===== src/rtl/nav_pkg.sv =====
// Shared navigation definitions: motor command encoding, controller states and
// obstacle-detector bit positions. The fork detector stage imports this too.
package nav_pkg;

    localparam logic [1:0] MOVE_STOP  = 2'd0;
    localparam logic [1:0] MOVE_FWD   = 2'd1;
    localparam logic [1:0] MOVE_LEFT  = 2'd2;
    localparam logic [1:0] MOVE_RIGHT = 2'd3;

    localparam int DET_FRONT = 3;
    localparam int DET_BACK  = 2;
    localparam int DET_LEFT  = 1;
    localparam int DET_RIGHT = 0;

    typedef enum logic [2:0] {
        ST_IDLE   = 3'd0,
        ST_CRUISE = 3'd1,
        ST_SETTLE = 3'd2,
        ST_DECIDE = 3'd3,
        ST_TURN   = 3'd4,
        ST_EXIT   = 3'd5
    } nav_state_e;

    // Debug view: current state, latched turn direction, detector snapshot from the last DECIDE.
    typedef struct packed {
        nav_state_e state;
        logic [1:0] dir;
        logic [3:0] det_snap;
    } nav_dbg_t;

    // Dead end: front, left and right all blocked; the back bit plays no part.
    function automatic logic is_dead_end(input logic [3:0] det);
        return det[DET_FRONT] & det[DET_LEFT] & det[DET_RIGHT];
    endfunction

endpackage


===== src/rtl/cycle_timer.sv =====
// Loadable down-counter that times the SETTLE, TURN and EXIT phases.
// Holds at zero instead of wrapping; clear beats load beats decrement.
module cycle_timer #(
    parameter int CNT_W = 16
) (
    input  logic             clk,
    input  logic             rst,
    input  logic             clr,
    input  logic             load,
    input  logic [CNT_W-1:0] load_val,
    output logic             done
);

    logic [CNT_W-1:0] r_count;

    always_ff @(posedge clk or posedge rst) begin
        if (rst) begin
            r_count <= '0;
        end else if (clr) begin
            r_count <= '0;
        end else if (load) begin
            r_count <= load_val;
        end else if (r_count != '0) begin
            r_count <= r_count - 1'b1;
        end
    end

    assign done = (r_count == '0);

endmodule


===== src/rtl/fork_nav_fsm.sv =====
// Junction navigation controller: stops at a fork or dead end, picks an exit
// with a left-hand-wall rule, times the turn and drives clear before cruising.
module fork_nav_fsm
    import nav_pkg::*;
#(
    parameter int SETTLE_CYC = 4,
    parameter int TURN_CYC   = 10,
    parameter int UTURN_CYC  = 20,
    parameter int EXIT_CYC   = 6,
    parameter int CNT_W      = 16
) (
    input  logic       clk,
    input  logic       rst,
    input  logic       auto_en,
    input  logic       detect_fork,
    input  logic [3:0] detector_signal,
    output logic [1:0] move_cmd,
    output logic       busy,
    output logic [7:0] fork_cnt,
    output nav_dbg_t   dbg
);

    localparam logic [CNT_W-1:0] LD_SETTLE = CNT_W'(SETTLE_CYC - 1);
    localparam logic [CNT_W-1:0] LD_TURN   = CNT_W'(TURN_CYC - 1);
    localparam logic [CNT_W-1:0] LD_UTURN  = CNT_W'(UTURN_CYC - 1);
    localparam logic [CNT_W-1:0] LD_EXIT   = CNT_W'(EXIT_CYC - 1);

    nav_state_e       r_state;
    logic [1:0]       r_dir;
    logic [1:0]       r_move_cmd;
    logic             r_busy;
    logic [7:0]       r_fork_cnt;
    logic [3:0]       r_det_snap;

    nav_state_e       w_state_nxt;
    logic [1:0]       w_dir_nxt;
    logic [1:0]       w_move_nxt;
    logic             w_busy_nxt;
    logic             w_cnt_inc;
    logic             w_tmr_clr;
    logic             w_tmr_load;
    logic [CNT_W-1:0] w_tmr_val;
    logic             w_tmr_done;

    cycle_timer #(
        .CNT_W(CNT_W)
    ) u_timer (
        .clk      (clk),
        .rst      (rst),
        .clr      (w_tmr_clr),
        .load     (w_tmr_load),
        .load_val (w_tmr_val),
        .done     (w_tmr_done)
    );

    // Dropping auto_en overrides everything, including a DECIDE about to count.
    always_comb begin
        w_state_nxt = r_state;
        w_dir_nxt   = r_dir;
        w_cnt_inc   = 1'b0;
        w_tmr_clr   = ~auto_en;
        w_tmr_load  = 1'b0;
        w_tmr_val   = '0;
        if (!auto_en) begin
            w_state_nxt = ST_IDLE;
        end else begin
            case (r_state)
                ST_IDLE: w_state_nxt = ST_CRUISE;
                ST_CRUISE: begin
                    if (detect_fork || is_dead_end(detector_signal)) begin
                        w_state_nxt = ST_SETTLE;
                        w_tmr_load  = 1'b1;
                        w_tmr_val   = LD_SETTLE;
                    end
                end
                ST_SETTLE: begin
                    if (w_tmr_done) w_state_nxt = ST_DECIDE;
                end
                ST_DECIDE: begin
                    w_cnt_inc  = 1'b1;
                    w_tmr_load = 1'b1;
                    if (!detector_signal[DET_LEFT]) begin
                        w_dir_nxt   = MOVE_LEFT;
                        w_state_nxt = ST_TURN;
                        w_tmr_val   = LD_TURN;
                    end else if (!detector_signal[DET_FRONT]) begin
                        w_state_nxt = ST_EXIT;
                        w_tmr_val   = LD_EXIT;
                    end else if (!detector_signal[DET_RIGHT]) begin
                        w_dir_nxt   = MOVE_RIGHT;
                        w_state_nxt = ST_TURN;
                        w_tmr_val   = LD_TURN;
                    end else begin
                        w_dir_nxt   = MOVE_RIGHT;
                        w_state_nxt = ST_TURN;
                        w_tmr_val   = LD_UTURN;
                    end
                end
                ST_TURN: begin
                    if (w_tmr_done) begin
                        w_state_nxt = ST_EXIT;
                        w_tmr_load  = 1'b1;
                        w_tmr_val   = LD_EXIT;
                    end
                end
                ST_EXIT: begin
                    if (w_tmr_done) w_state_nxt = ST_CRUISE;
                end
                default: w_state_nxt = ST_IDLE;
            endcase
        end
    end

    // Outputs decode from the next state so they register on the same edge as the state.
    always_comb begin
        w_move_nxt = MOVE_STOP;
        w_busy_nxt = 1'b0;
        case (w_state_nxt)
            ST_CRUISE: w_move_nxt = MOVE_FWD;
            ST_SETTLE, ST_DECIDE: w_busy_nxt = 1'b1;
            ST_TURN: begin
                w_move_nxt = w_dir_nxt;
                w_busy_nxt = 1'b1;
            end
            ST_EXIT: begin
                w_move_nxt = MOVE_FWD;
                w_busy_nxt = 1'b1;
            end
            default: begin
                w_move_nxt = MOVE_STOP;
                w_busy_nxt = 1'b0;
            end
        endcase
    end

    always_ff @(posedge clk or posedge rst) begin
        if (rst) begin
            r_state    <= ST_IDLE;
            r_dir      <= MOVE_LEFT;
            r_move_cmd <= MOVE_STOP;
            r_busy     <= 1'b0;
            r_fork_cnt <= 8'd0;
            r_det_snap <= 4'd0;
        end else begin
            r_state    <= w_state_nxt;
            r_dir      <= w_dir_nxt;
            r_move_cmd <= w_move_nxt;
            r_busy     <= w_busy_nxt;
            if (w_cnt_inc) begin
                r_fork_cnt <= r_fork_cnt + 8'd1;
                r_det_snap <= detector_signal;
            end
        end
    end

    assign move_cmd = r_move_cmd;
    assign busy     = r_busy;
    assign fork_cnt = r_fork_cnt;

    always_comb begin
        dbg          = '0;
        dbg.state    = r_state;
        dbg.dir      = r_dir;
        dbg.det_snap = r_det_snap;
    end

endmodule


===== config.mk =====
export PLATFORM = sky130hd
export DESIGN_NAME = fork_nav_fsm
export DESIGN_NICKNAME = d
export VERILOG_FILES = /design/src/rtl/nav_pkg.sv /design/src/rtl/cycle_timer.sv /design/src/rtl/fork_nav_fsm.sv
export SDC_FILE = /design/constraint.sdc
export NUM_CORES = 1
export LEC_CHECK = 0
export ABC_CLOCK_PERIOD_IN_PS = 2080
export CAP_MARGIN = 0
export CORE_MARGIN = 5
export CORE_UTILIZATION = 48
export CTS_CLUSTER_DIAMETER = 150
export CTS_CLUSTER_SIZE = 30
export DETAILED_ROUTE_END_ITERATION = 10
export PLACE_DENSITY = 0.75
export SETUP_SLACK_MARGIN = 0.1
export SYNTH_ARGS = -nofsm -noshare
export SYNTH_HDL_FRONTEND = slang
export SYNTH_SLANG_ARGS = --single-unit

===== constraint.sdc =====
create_clock -name clk -period 2.08 [get_ports clk]
set_clock_uncertainty 0.15 [all_clocks]
set_input_delay 0.416 -clock clk [delete_from_list [all_inputs] [get_ports clk]]
set_output_delay 0.416 -clock clk [all_outputs]
set_load 0.01 [all_outputs]

### Yosys cells after proc, flatten, opt, wreduce, memory -nomap -nowiden

Cells that the tools add are included.

| storage, ports and cells | value |
|---|---|
| bits in registers | 36 |
| bits in latches | 0 |
| bits in writable memories | 0 |
| ROM bits | 0 |
| input bits | 8 |
| word-level logic and storage cells | 57 |
| memories | 0 |

| cells by class | value |
|---|---|
| $add $sub $neg | 2 |
| multipliers | 0 |
| divide/modulo/power cells | 0 |
| $lt $le $gt $ge | 0 |
| equality and inequality tests | 11 |
| shift operators | 0 |
| multiplexer cells | 29 |
| bitwise gates (word level) | 2 |
| reduce and logical (&&, ||, !) cells | 6 |

Operators by type and width:

| operator | number |
|---|---|
| 16-bit 2-to-1 mux | 3 |
| 3-bit 2-to-1 mux | 6 |
| 3-bit one-hot mux with 6 select lines | 1 |
| 16-bit zero test | 1 |
| 16-bit nonzero test | 1 |
| 16-bit by 1-bit subtractor with 16-bit output (second input constant) | 1 |
| 5-bit 2-to-1 mux | 3 |
| 5-bit one-hot mux with 3 select lines | 1 |
| 3-bit by 2-bit equality test with 1-bit output (second input constant) | 4 |
| 3-bit equality test (second input constant) | 4 |
| 2-bit 2-to-1 mux | 5 |
| 8-bit by 1-bit adder with 8-bit output (second input constant) | 1 |
| 1-bit 2-to-1 mux | 8 |
| 3-bit by 1-bit equality test with 1-bit output (second input constant) | 2 |
| 2-bit one-hot mux with 2 select lines | 1 |
| 4-bit OR reduction | 1 |
| 3-bit zero test | 1 |
| 3-bit by 1-bit != test with 1-bit output (second input constant) | 1 |
| 1-bit one-hot mux with 3 select lines | 1 |
| 1-bit bitwise AND | 2 |
| 2-bit OR reduction | 1 |
| 1-bit logical OR | 1 |

### Logic depth before layout (Yosys ltp)

| depth | value |
|---|---|
| word-level depth | 9 |
| depth in mapped cells | 9 |

### Cells and area by module

From an unflattened synthesis, not the netlist that was laid out.

| unflattened totals | value |
|---|---|
| cell total of the unflattened synthesis | 221 |
| area total of the unflattened synthesis | 2,150.8 µm² |

Modules (own cells, without submodules):

| module | instances | cells an instance | area an instance (µm²) |
|---|---|---|---|
| cycle_timer | 1 | 120 | 1,154.9 |
| fork_nav_fsm | 1 | 101 | 996.0 |

### Least setup slack after synthesis

No wires, ideal clock.

| timing path | value |
|---|---|
| path kind | register to register |
| start point | reg u_timer.r_count[0] |
| end point | reg u_timer.r_count[13] |
| setup time | 0.073 ns |
| arrival time | 1.868 ns |
| data required time | 1.857 ns |
| slack | -0.011 ns |
| cell stages (with the launch flop) | 10 |
| buffers on the path | 2 |
| period minus slack after synthesis | 2.091 ns |
| path through | dfrtp_1 inv_1 ha_1 nor4b_1 and4_1 buf_6 and3_4 buf_6 or3_1 a21oi_2 |

| between the ends | value |
|---|---|
| cells in the longest elaborated chain, start to end | 6 |
| elaborated cells on any way between the ends | 10 |
| classes of those cells | 1 x add/sub; 1 x eq/ne; 6 x mux; 2 x reduce/logical |

Ends and longest elaborated chain:

| item | line | RTL |
|---|---|---|
| from (decl) | cycle_timer.sv:14 | `logic [CNT_W-1:0] r_count;` |
| from (signal assigned) | cycle_timer.sv:22 | `r_count <= load_val;` |
| from (signal assigned) | cycle_timer.sv:24 | `r_count <= r_count - 1'b1;` |
| branches (longest 6 deep; another with 16-bit by 1-bit subtractor with 16-bit output) | - |  |

Parallel ways; which one is timed is not known. The select of a mux whose other input is x is not followed.
A chain may end at the register's enable or synchronous reset.

### Final worst setup path

| timing path | value |
|---|---|
| start point | reg u_timer.r_count[1] |
| end point | reg u_timer.r_count[9] |

The elaborated chain is that of the path after synthesis.

==> metrics.md <==
| Metric | Value |
|---|---|
| Top-count cell post-synth | dfrtp_1 |
| Synth Area per Inst | 9.57 um^2 |
| Reg2reg start | u_timer.r_count[1] |
| Post-synth EDFFs | 0 |
| Clock power share | 0.138 |
| Die area | 5370 um^2 |
| # nets final | 267 |
| Worst path cell trace | buf_6 > nor4_4 > nand3b_1 > or3_4 > or3_1 > a21oi_2 |
| Ys flop type | dfrtp_1 |
| Reg power frac | 0.316 |
| HP Class | input pin to async pin |
| Pwr/cell area | 1410 nW/um^2 |
| Boundary Pins | 28 |
| Drc violations | 0 |
| Crit-path max cell delay | 400 ps |
| Routability congestion estimate | 0.855 |
| Cell count after synthesis | 201 |
| Inserted Diodes | 0 |
| Root buf cell | clkbuf_8 |
| # port buffers | 27 |
| Max VDD drop | 0.000664 V |
| CP max-delay cell | dfrtp_1 |
| Combinational power share | 0.547 |
| Multi-input gate area | 1070 um^2 |
| Number of synthesis warnings | 0 |
| Crit Path Max Fanout | 4 |
| Area growth from synthesis to layout | 37.8% |
| Crit end category | flop |
| Sink Count | 36 |
| Final worst slack | -32.4 ps |
| R2R setup slack | -30 ps |
| Async set-or-reset flop fraction in the synthesized netlist | 1.00 |
| Clk_lat worst skew | 290 ps |
| H-tree depth | 2 |
| Failing checks | setup timing |
| Wire per inst | 14.8 um |
| Total global routing overflow | 0 |
| Final Cycle Share | 1.02 |
| Initial DRC Count | 118 |
| Largest net degree at the start of global routing | 37 |
| R2R Path End | u_timer.r_count[9] |
| Sw Pwr | 1.43 mW |
| Outcome | finished, violations left |
| Fmax | 473 MHz |
| Rows | 23 |
| Max-cap violations | 0 |
| Core ar. | 3940 um^2 |
| Fin. max-slew vios | 0 |
| Final setup viols | 1 |
| Post-synth top cells | 35 x dfrtp_1, 34 x nand2_1, 14 x a21oi_1 |
| Seq/Total Area, Yosys | 0.469 |
| Die width | 73.3 um |
| Clock transition at path regs | 70 ps |
| Cell Area, Placed | 2410 um^2 |
| Ratio of cells with drive above 1 in the final layout | 0.275 |
| Min Tclk post-route | 2110 ps |
| Chip Height | 73.3 um |
| Switching power share of the total | 0.385 |
| CP endpoint | u_timer.r_count[9] |
| Netlist cell types | 49 |
| Clock buffer depth | 2 |
| Starting Density | 0.488 |
| Max-slew headroom at the worst pin | 0.724 |
| Fillers | 308 |
| Crit. Startpoint | u_timer.r_count[1] |
| Crit Path Class | flop to flop |
| Routed vias | 1701 |
| CTS tree | yes |
| CP required | 2150 ps |
| Initial antenna violation count | 0 |
| CTS buffer count | 5 |
| LEAKAGE | 1.22 nW |
| Total wire length | 4570 um |
| Hold-fix buffers, CTS | 0 |
| Synth Net Count | 211 |
| Seq cells post-synth | 36 |
| Global-route wire length before repair | 7790 um |
| Unrepaired setup endpoints after global routing | yes |
| Total power draw | 3.73 mW |
| CP Launch Type | flop |
| Sequential Area | 902 um^2 |
| Hpwl dp | 3150 um |
| Worst endpoint data arrival time | 2180 ps |
| Number of global-route vias before repair | 1654 |
| Synth top area cells | dfrtp_1 46%, nand2_1 6.6%, a21oi_1 3.6% |
| Post-synthesis cell area | 1920 um^2 |
| Vias per inst | 5.52 |
| Fin Hold WS | 321 ps |
| Int Power | 2.29 mW |
| Post-synth top area share | 0.455 |
| ANT nets after route | 0 |
| Synth area leader | dfrtp_1 |
| Worst-case reg-to-reg path depth | 6 |
| Initial DRT Pass Iterations | 4 |
| Total track usage | 0.189 |
| Final Cell Area | 2650 um^2 |
| Final hold violations | 0 |
| Worst-Margin Slew | 411 ps |
==> worst min-delay path by stage <==
stage | end | slack, ps | from | cells past startpoint
after floorplan | fork_cnt[7] | 360 | fork_cnt[7] | 1
after global placement | fork_cnt[7] | 310 | fork_cnt[7] | 1
after detailed placement | r_det_snap[3] | 320 | r_det_snap[3] | 1
after CTS | fork_cnt[6] | 330 | rst | 3
after global routing | fork_cnt[6] | 360 | rst | 3
final | fork_cnt[6] | 320 | rst | 3
==> registers in the layout, indices dropped and copies added (netlist names) <==
register         cells
busy                 1
move_cmd             2
fork_cnt             8
r_state              3
u_timer.r_count     16
r_dir                2
r_det_snap           4
==> power by group through the flow <==
| stage | combinational, mW | clock (mW) | sequential (mW) |
|---|---|---|---|
| detailed placement | 1.69 | 0 | 1.16 |
| CTS | 1.81 | 0.525 | 1.15 |
| finish | 2.04 | 0.513 | 1.18 |
| floorplan | 1.05 | 0 | 1.20 |
| global route | 2.22 | 0.561 | 1.22 |
| global placement | 1.65 | 0 | 1.16 |
==> cell usage in the layout, fill, tap and decap left out, types with 2 or more instances in the layout <==
| cell | instances |
|---|---|
| mux2i_1 | 2 |
| nor3b_2 | 2 |
| nor2_1 | 10 |
| o21ai_0 | 7 |
| and3_1 | 2 |
| nand3_1 | 6 |
| nor3_1 | 2 |
| or3_4 | 5 |
| clkinv_2 | 2 |
| and2_4 | 3 |
| o22ai_1 | 3 |
| dlymetal6s2s_1 | 2 |
| clkbuf_8 | 6 |
| buf_6 | 2 |
| a21oi_2 | 7 |
| clkdlybuf4s50_1 | 25 |
| inv_2 | 2 |
| nor2b_1 | 7 |
| buf_4 | 25 |
| or3_1 | 6 |
| a21boi_0 | 2 |
| nor4_1 | 2 |
| o31a_1 | 2 |
| nor4_4 | 2 |
| dfrtp_1 | 35 |
| xor2_1 | 4 |
| a21oi_1 | 9 |
| and2_1 | 3 |
| inv_1 | 3 |
| xnor2_1 | 5 |
| nand2_1 | 34 |
| nand4_1 | 5 |
==> per-layer routing <==
layer	vias up	GRT usage	part of all wire
li1	824	-	-
met1	827	0.239	0.43
met4	0	0.0785	0.026
met5	-	0	0
met2	38	0.306	0.49
met3	12	0.0520	0.049
==> area by class of cell <==
class                   instances  share of cell area
clock buffers                   6              0.0312
clock inverters                 2             0.00378
inverters                       5             0.00708
multi-input cells             154               0.403
flip-flops and latches         36               0.340
well taps                      50              0.0236
repair buffers                 55               0.191
==> logic make-up after synthesis <==
| logic type | Yosys count | share of synthesized area |
|---|---|---|
| flip-flops | 36 | 0.469 |
| buffers and inverters | 11 | 0.0319 |
| multiplexers | 2 | 0.0104 |
| XOR/XNOR | 9 | 0.0410 |
| AND/OR/NAND/NOR | 101 | 0.301 |
| AO/OA/AOI/OAI | 40 | 0.134 |
| adder cells (fa/ha/maj) | 2 | 0.0130 |
==> per-stage QoR <==
stage               utilization  setup WS (ps)  instances  setup TNS (ps)
floorplan                     -            114        201               0
global placement          0.612           -150        295           -1550
detailed placement        0.612           -234        295           -2040
CTS                       0.647           25.4        307               0
global route              0.672           -118        308            -205
finish                    0.672          -32.4        308           -32.4
==> worst max-delay path: cells and delay by family, from the launching register on <==
family,cells,cell delay (ps)
AOI/OAI and AO/OA,1,120
buffers and inverters,1,130
DFF,1,400
and+or+nand+nor,4,1260
==> repair_timing <==
action                                  4_1_cts  5_1_grt
resized for setup                             6       21
endpoints found under the setup margin       20       19
cloned                                        0        0
pin swaps                                     3        8
setup buffers                                 4        4
Power figures use the tool's default switching activity.
